===== src/rtl/parity_push_stage.sv =====
// rtl/parity_push_stage.sv - parity-appending 2-entry skid stage feeding the parity FIFO push port
// Optional feature macro: PARITY_PUSH_INJECT_EN (err_inject_i inverts the parity bit of an accepted word)
module parity_push_stage #(
   parameter int DATA_WIDTH = 32,
   parameter int EVEN_ODD   = 0,
   parameter int PARITY_BIT = 0,
   parameter int CNT_WIDTH  = 16
) (
   input  logic                  clk,
   input  logic                  rst,
   input  logic [DATA_WIDTH-1:0] in_data_i,
   input  logic                  in_valid_i,
   output logic                  in_ready_o,
   input  logic                  err_inject_i,
   output logic [DATA_WIDTH:0]   push_data_o,
   output logic                  push_valid_o,
   input  logic                  push_grant_i,
   output logic [CNT_WIDTH-1:0]  sent_count_o
);

   // Occupancy: EMPTY = nothing held, ONE = OUT full, TWO = OUT and SKID full
   typedef enum logic [1:0] {
      ST_EMPTY = 2'd0,
      ST_ONE   = 2'd1,
      ST_TWO   = 2'd2
   } state_t;

   localparam logic PAR_SENSE = (EVEN_ODD != 0);

   state_t              state;
   logic [DATA_WIDTH:0] skid_data;
   logic [DATA_WIDTH:0] in_word;
   logic                parity;
   logic                accept;
   logic                xfer;

   assign accept = in_valid_i & in_ready_o;
   assign xfer   = push_valid_o & push_grant_i;

`ifndef PARITY_PUSH_INJECT_EN
   logic unused_err_inject;
   assign unused_err_inject = err_inject_i;
`endif

   // Format the incoming word: compute parity and place it at the configured end
   always_comb begin
      parity = (^in_data_i) ^ PAR_SENSE;
`ifdef PARITY_PUSH_INJECT_EN
      parity = parity ^ err_inject_i;
`endif
      if (PARITY_BIT == 0) begin
         in_word = {in_data_i, parity};
      end else begin
         in_word = {parity, in_data_i};
      end
   end

   // Skid-buffer FSM: moves words IN -> OUT/SKID -> push port, all outputs registered
   always_ff @(posedge clk) begin
      if (rst) begin
         state        <= ST_EMPTY;
         push_data_o  <= '0;
         push_valid_o <= 1'b0;
         skid_data    <= '0;
         in_ready_o   <= 1'b1;
         sent_count_o <= '0;
      end else begin
         if (xfer) begin
            sent_count_o <= sent_count_o + CNT_WIDTH'(1);
         end
         case (state)
            ST_EMPTY: begin
               if (accept) begin
                  push_data_o  <= in_word;
                  push_valid_o <= 1'b1;
                  state        <= ST_ONE;
               end
            end
            ST_ONE: begin
               if (xfer && accept) begin
                  push_data_o <= in_word;
               end else if (xfer) begin
                  push_valid_o <= 1'b0;
                  state        <= ST_EMPTY;
               end else if (accept) begin
                  skid_data  <= in_word;
                  in_ready_o <= 1'b0;
                  state      <= ST_TWO;
               end
            end
            ST_TWO: begin
               if (xfer) begin
                  push_data_o <= skid_data;
                  in_ready_o  <= 1'b1;
                  state       <= ST_ONE;
               end
            end
            default: begin
               state        <= ST_EMPTY;
               push_valid_o <= 1'b0;
               in_ready_o   <= 1'b1;
            end
         endcase
      end
   end

endmodule

===== config.mk =====
export PLATFORM = sky130hd
export DESIGN_NAME = parity_push_stage
export DESIGN_NICKNAME = d
export VERILOG_FILES = /design/src/rtl/parity_push_stage.sv
export SDC_FILE = /design/constraint.sdc
export NUM_CORES = 1
export LEC_CHECK = 0
export CORE_UTILIZATION = 30
export DETAILED_ROUTE_END_ITERATION = 6
export SLEW_MARGIN = 15
export SYNTH_ARGS = -nofsm -noshare
export SYNTH_HDL_FRONTEND = slang
export SYNTH_SLANG_ARGS = --single-unit

===== constraint.sdc =====
create_clock -name clk -period 2 [get_ports clk]
set_input_delay 0.3 -clock clk [delete_from_list [all_inputs] [get_ports clk]]
set_output_delay 0.3 -clock clk [all_outputs]
set_load 0.01 [all_outputs]

== After elaboration in Yosys (flattened, before gate mapping) ==
Cells that the tools add are included.

* Register bits after elaboration: 86
* Input bits: 37
* Word-level logic and storage cells: 51

* Equal/unequal tests: 10
* Multiplexer cells: 19
* Bitwise gates (word level): 6
* Reduce and logical (&&, ||, !) cells: 9
* Add/subtract/negate cells: 1

{| class="wikitable"
|+ Operators by type and width
! cell !! number
|-
| $mux 33 || 3
|-
| $pmux 33 s3 || 1
|-
| $reduce_xor 32->1 || 1
|-
| $add 16x1->16 const B || 1
|-
| $reduce_and 4->1 || 4
|-
| $ne 2x2->1 const B || 7
|-
| $mux 2 || 5
|-
| $mux 1 || 7
|-
| $pmux 1 s3 || 2
|-
| $pmux 2 s3 || 1
|-
| $reduce_and 5->1 || 1
|-
| $not 1->1 || 4
|-
| $ne 3x3->1 const B || 1
|-
| $reduce_bool 3->1 || 1
|-
| $and 1x1->1 || 2
|-
| $eq 2x1->1 const B || 1
|-
| $eq 2x2->1 const B || 1
|-
| $logic_not 2->1 || 1
|-
| $logic_and 1x1->1 || 1
|}

== Depth between registers and ports, before layout ==
Gate-level depths: netlist (run 1).

* Word-level depth: 5
* Depth in mapped cells: 8
* Depth with buffers taken out: 6

== Worst setup path after synthesis (run 1) ==
OpenSTA, ideal clock, no wires.

* Kind: register -> register
* Start point: register push_valid_o
* End point: register sent_count_o[15]
* Buffers on the path: 1
* Arrival: 1470 ps
* Period minus slack after synthesis: 1541 ps
* Cell stages (with the launch flop): 7
* Path slack: 459 ps
* Required time: 1930 ps
* Path through: dfxtp_1 nand2_1 buf_6 nor3_4 nand3_2 or3_1 a21oi_1

* Longest elaborated chain between the ends: 1

{| class="wikitable"
|+ Ends and longest elaborated chain
! element !! line !! RTL
|-
| from (decl) || 16 || <nowiki>output logic push_valid_o,</nowiki>
|-
| from (signal assigned) || 63 || <nowiki>push_valid_o <= 1'b0;</nowiki>
|-
| from (signal assigned) || 75 || <nowiki>push_valid_o <= 1'b1;</nowiki>
|-
| from (signal assigned) || 83 || <nowiki>push_valid_o <= 1'b0;</nowiki>
|-
| $and 1x1->1 || 38 || <nowiki>assign xfer = push_valid_o & push_grant_i;</nowiki>
|-
| to (signal assigned) || 69 || <nowiki>sent_count_o <= sent_count_o + CNT_WIDTH'(1);</nowiki>
|-
| to (decl) || 18 || <nowiki>output logic [CNT_WIDTH-1:0] sent_count_o</nowiki>
|}

Every way passes these cells.
A chain may end at the register's enable or synchronous reset.

== Worst setup path after layout (run 1) ==
* Start point: input push_grant_i
* End point: register push_data_o[8]

* Longest elaborated chain between the ends: 4
* Elaborated cells on any way between the ends: 5
* Those cells by class: eq/ne (2); bitwise (1); reduce/logical (2)

{| class="wikitable"
|+ Ends and longest elaborated chain
! element !! line !! RTL
|-
| from (decl) || 17 || <nowiki>input logic push_grant_i,</nowiki>
|-
| $and 1x1->1 * || 38 ||
|-
| $logic_and 1x1->1 || 80 || <nowiki>if (xfer && accept) begin</nowiki>
|-
| $ne 2x2->1 (no line) || n/a ||
|-
| $reduce_and 4->1 (no line) * || n/a ||
|-
| to (signal assigned) || 74 || <nowiki>push_data_o <= in_word;</nowiki>
|-
| to (signal assigned) || 81 || <nowiki>push_data_o <= in_word;</nowiki>
|-
| to (signal assigned) || 93 || <nowiki>push_data_o <= skid_data;</nowiki>
|-
| to (decl) || 15 || <nowiki>output logic [DATA_WIDTH:0] push_data_o,</nowiki>
|}

Every way passes the cells marked *; elsewhere a longest branch is shown, timed or not.

==> impl_metrics.yaml, run 1 <==
job:
  maxCapViolations: 0
placement:
  globalplace.congestion: 0.700
  placed_cells: 685
  hpwl_um: 6030
  portBuffers: 86
  place_ws_ns: -0.0333
final_layout:
  fillCellCount: 1206
  syn2layout_area_growth_pct: 41.1
  final_cell_mix: "dfxtp_1, clkdlybuf4s50_1, nand2_1"
  fin_nets: 566
  drive_gt1_share_pct: 9.77
  utilization_pct: 43.7
  mostFrequentLayoutCell: "dfxtp_1"
  fin_cells: 700
  diodes: 0
sta:
  setup_ws_ns: 0.331
  min_period_over_period_pct: 83.4
  slew_violations: 0
  max_freq_ghz: 0.599
  tightest_slew_ns: 0.399
  relSlewSlack_pct: 73.4
  finalHoldViolations: 0
  clock_skew_ns: 0.00498
  fin_crit_ns: 1.67
  rsz0062_at_grt: "false"
  setup_violations: 0
  tns_ns: 0
clock_network:
  clock_path_buffers: 2
  holdBufCountCts: 0
  cts_buffers: 9
  cts_tree: "built"
  clk_latency_ns: 0.34
  cts_max_level: 3
  clock-sinks: 86
  cts-resized-gates: 0
  cts_setup_buffers: 0
  cts_root_buffer: "clkbuf_16"
  path_clk_slew_ns: 0.06
drt:
  drt_drc_violations_left: 0
  drt_iter0_drc: 130
  vias: 3153
  drtPass1Iterations: 4
  avgViaCountPerCell: 4.50
  wire_per_inst_um: 12.4
  routed_wl_um: 8690
  ant_nets: 0
worst_setup_path:
  worstSetupPathType: "in -> reg"
  cp-end-kind: "register"
  crit_start: "push_grant_i"
  cp-start-kind: "input port"
  path_max_fanout: 39
  rr_startpoint: "push_valid_o$_SDFFE_PP0P_"
  worst_ep_arrival_time_ns: 1.91
  required_ns: 2.24
worst_hold_path:
  hp-class: "in -> reg"
  min-delay-start: "rst"
outcome:
  outcome: "completed"
global_routing:
  antenna_found_initial: 0
  grt_pass1_vias: 3000
  grt_max_degree: 45
  overflow: 0
  grt_pass1_wl_um: 14400
  grt_usage_pct: 14.2
synth:
  synth-seq-area-share_pct: 46.1
  synth_nets: 465
  yosysUniqueCellTypes: 31
  synthCells: 427
  synth-seq-cells: 86
  avgSynthCellArea_um2: 8.74
  synth_edf_count: 0
  synth_ff_type: "dfxtp_1"
  synthArstFlopShare_pct: 0
  yosys_warnings: 0
  syn-cell-area_um2: 3730
die:
  die_area_um2: 12900
  fp.dieW_um: 114
  floorplan.initialDensity_pct: 31.0
  die_y_um: 114
  core_area_um2: 12100
  rows: 40
  pin_count: 88
power_and_ir_drop:
  p_per_area_nw_per_um2: 916
  vdd_drop_max_v: 0.000287
  p_leak_uw: 0.00208
-- stage by stage --
step                power (uW)  instance area, um2  hold slack, ns
CTS                       4910                5270           0.370
finish                    4830                5270           0.384
global route              5110                5270           0.399
global placement          3310                5000           0.441
detailed placement        3340                5000           0.447
floorplan                 2740                3730           0.436
-- Yosys cell counts (4+ instances only) --
cell type / instances / area (um2)
xor2_1: 13 / 114
xnor2_1: 30 / 263
dfxtp_1: 86 / 1720
mux2i_1: 32 / 320
and3_1: 4 / 25.0
buf_2: 11 / 55.1
nor2_1: 49 / 184
o21ai_0: 4 / 20.0
nand2_1: 81 / 304
a21oi_1: 41 / 205
clkbuf_1: 13 / 48.8
a211oi_1: 32 / 240
-- registers in the layout (all words and copies together) (netlist names) --
register / cells
push_data_o: 33
state: 2
sent_count_o: 16
push_valid_o: 1
in_ready_o: 1
skid_data: 33
-- critical path, cell delays in order --
cell and delay [ns]:
clkdlybuf4s50_1 0.49, nand2_1 0.18, buf_4 0.21, o21ai_4 0.21
buf_12 0.22, nor2_1 0.06, a211oi_1 0.23
-- metal layers --
metal  vias up  global-route usage [%]  part of all wire [%]
met5         -                       0                     0
met4         0                    6.84                   1.9
met3        13                    3.40                   3.9
met2        62                    22.6                    46
met1      1430                    18.2                    48
li1       1648                       -                     -
-- power by group --
| group | total, uW | leakage, uW | internal (uW) | switching [uW] |
|---|---|---|---|---|
| combinational | 1280 | 0.00124 | 675 | 608 |
| clock | 1540 | 0.000133 | 902 | 640 |
| sequential | 2000 | 0.000703 | 1900 | 104 |
| total | 4830 | 0.00208 | 3470 | 1350 |
-- logic make-up after synthesis --
| kind of cell | synth area share [%] |
|---|---|
| compound gates | 13.8 |
| flops | 46.1 |
| mux | 8.58 |
| xor+xnor | 10.1 |
| fa+ha+maj | 0.335 |
| buf+inv | 3.79 |
| simple gates | 17.3 |
-- final cells by class --
cell class	count	area (um2)	share of cell area, %
Clock buffer	14	264	5.01
Multi-Input combinational cell	312	1890	35.8
Tap cell	168	210	3.99
Clock inverter	1	5.00	0.0950
Timing Repair Buffer	119	1180	22.4
Sequential cell	86	1720	32.7
-- worst paths after layout --
kind,to,slack (ns),cells after the start
min,skid_data[25]$_SDFFE_PP0P_,0.38,2
min reg2reg,skid_data[32]$_SDFFE_PP0P_,0.45,2
max,push_data_o[8]$_SDFFE_PP0P_,0.33,7
max reg2reg,push_data_o[8]$_SDFFE_PP0P_,0.38,6
Power figures use the tool's default switching activity.
==> inputs of run 2 (changes only) <==
clock period = 1.6 ns   (was 2 ns; I/O delays follow)
==> run 2 against run 1 <==
Effect of this change:
- worst setup slack worse by 0.29 ns
- sequential power is 25% higher
- count of clock-buffer cells in the layout is 1 lower
- critical path type is now reg -> out
- critical path depth is 5 lower
- clock power is 28% higher
- total power is 29% higher
- global-route usage is 0.58 points higher
- critical endpoint is now sent_count_o[6]
- first-iteration DRC count is 11% higher
- sequential share of layout area is 1.7 points lower
==> impl_metrics.yaml, run 2 (same netlist as run 1, synthesis figures left out) <==
sta:
  relSlewSlack_pct: 71.0
  clock_skew_ns: 0.00509
  tns_ns: 0
  hold-worst-slack_ns: 0.212
  max_freq_ghz: 0.644
  tightest_slew_ns: 0.436
  setup_violations: 0
  finalHoldViolations: 0
  min_period_over_period_pct: 97.1
  slew_violations: 0
  fin_crit_ns: 1.55
drt:
  drt_drc_violations_left: 0
  ant_nets: 0
  avgViaCountPerCell: 4.55
  wire_per_inst_um: 13.3
  vias: 3251
  drt_iter0_drc: 144
  routed_wl_um: 9480
  drtPass1Iterations: 4
final_layout:
  drive_gt1_share_pct: 15.0
  fillCellCount: 1158
  multi_input_area_um2: 1950
  mostFrequentLayoutCell: "dfxtp_1"
  biggestRegsByFlops: "push_data_o: 33 flops, skid_data: 33 flops, sent_count_o: 16 flops"
  utilization_pct: 46.1
  syn2layout_area_growth_pct: 49.1
  diodes: 0
  seq_area_um2: 1720
  final_cell_mix: "dfxtp_1, nand2_1, clkdlybuf4s50_1"
  fin_nets: 581
clock_network:
  cts_buffers: 9
  clock-sinks: 86
  cts_tree: "built"
  cts_max_level: 3
  cts_root_buffer: "clkbuf_16"
  holdBufCountCts: 0
  clk_latency_ns: 0.34
  path_clk_slew_ns: 0.06
  clock_path_buffers: 2
worst_setup_path:
  r2r_cells: 8
  required_ns: 1.36
  worstSetupPathType: "reg -> out"
  r2r_slack_ns: 0.11
  slowest_delay_ns: 0.52
  path_max_fanout: 3
  slowest_stage: "clkdlybuf4s50_1"
  crit_chain: "buf_4, clkdlybuf4s50_1"
  cp-start-kind: "register"
  rr_startpoint: "push_valid_o$_SDFFE_PP0P_"
  cp-end-kind: "primary output"
  worst_ep_arrival_time_ns: 1.31
  r2r-end: "push_data_o[30]$_SDFFE_PP0P_"
job:
  maxCapViolations: 0
global_routing:
  overflow: 0
  grt_pass1_vias: 3180
  grt_usage_pct: 14.8
  grt_busiest_layer: "met2"
  antenna_found_initial: 0
  grt_max_degree: 49
  grt_util_met1_pct: 18.0
  grt_util_met3_pct: 3.35
  grt_pass1_wl_um: 14900
  grt_util_met2_pct: 25.1
power_and_ir_drop:
  vdd_drop_max_v: 0.000390
  p_per_area_nw_per_um2: 1120
  total_power_uw: 6240
  p_leak_uw: 0.00251
worst_hold_path:
  hp-class: "in -> reg"
  whs_endpoint: "skid_data[4]$_SDFFE_PP0P_"
  whs_path_depth: 3
  min-delay-start: "in_data_i[3]"
die:
  die_y_um: 114
  core_area_um2: 12100
  floorplan.initialDensity_pct: 31.0
  fp.dieW_um: 114
  rows: 40
  die_area_um2: 12900
  pin_count: 88
placement:
  portBuffers: 86
  hpwl_um: 6260
  globalplace.congestion: 0.722
outcome:
  outcome: "completed"
## run 2: how the worst max path moves through the flow
| stage | start | end | cells after the start |
|---|---|---|---|
| after floorplan | push_valid_o$_SDFFE_PP0P_ | sent_count_o[15]$_SDFFE_PP0P_ | 6 |
| after global placement | in_data_i[14] | push_data_o[0]$_SDFFE_PP0P_ | 7 |
| after detailed placement | in_data_i[14] | push_data_o[0]$_SDFFE_PP0P_ | 7 |
| after CTS | in_data_i[7] | push_data_o[0]$_SDFFE_PP0P_ | 7 |
| after global routing | in_ready_o$_SDFFE_PP1P_ | push_data_o[6]$_SDFFE_PP0P_ | 8 |
| final | sent_count_o[6]$_SDFFE_PP0P_ | sent_count_o[6] | 2 |
## run 2: layer usage
layer	part of all wire (%)	routed length (um)	up-vias
met4	1.7	165	0
met2	49	4640	60
met1	46	4370	1505
met3	3.2	303	10
met5	0	0	-
li1	-	-	1676
## run 2: metrics by stage
| step | worst slack [ns] | instance area, um2 | instances |
|---|---|---|---|
| final | 0.0465 | 5570 | 714 |
| after global routing | -0.0116 | 5570 | 714 |
| after CTS | 0.00228 | 5350 | 709 |
| after detailed placement | -0.424 | 5070 | 695 |
| after global placement | -0.403 | 5070 | 695 |
| after floorplan | 0.0593 | 3730 | 427 |
## run 2: final cells by class
type                       instances  area share (%)
sequential                        86            31.0
clock buffer                      13            4.86
multi-input combinational        312            35.1
timing repair buffer             134            25.2
clock inverter                     1          0.0899
tap                              168            3.78
## run 2: critical path: cells and delay by family, from the launching register on
kind                   cells  cell delay (ns)
buffers and inverters      2             0.64
DFF                        1             0.33
## run 2: timing repair
item                                    CTS  global route
pin swaps                                 6            27
resized for setup                         7            44
buffers inserted                          0             3
endpoints found under the setup margin    4            39
gates cloned                              0             2
## run 2: where the power goes
part           leakage, uW  internal (uW)  switching [uW]
registers         0.000704           2370             127
logic              0.00167            927             841
clock network     0.000138           1160             812
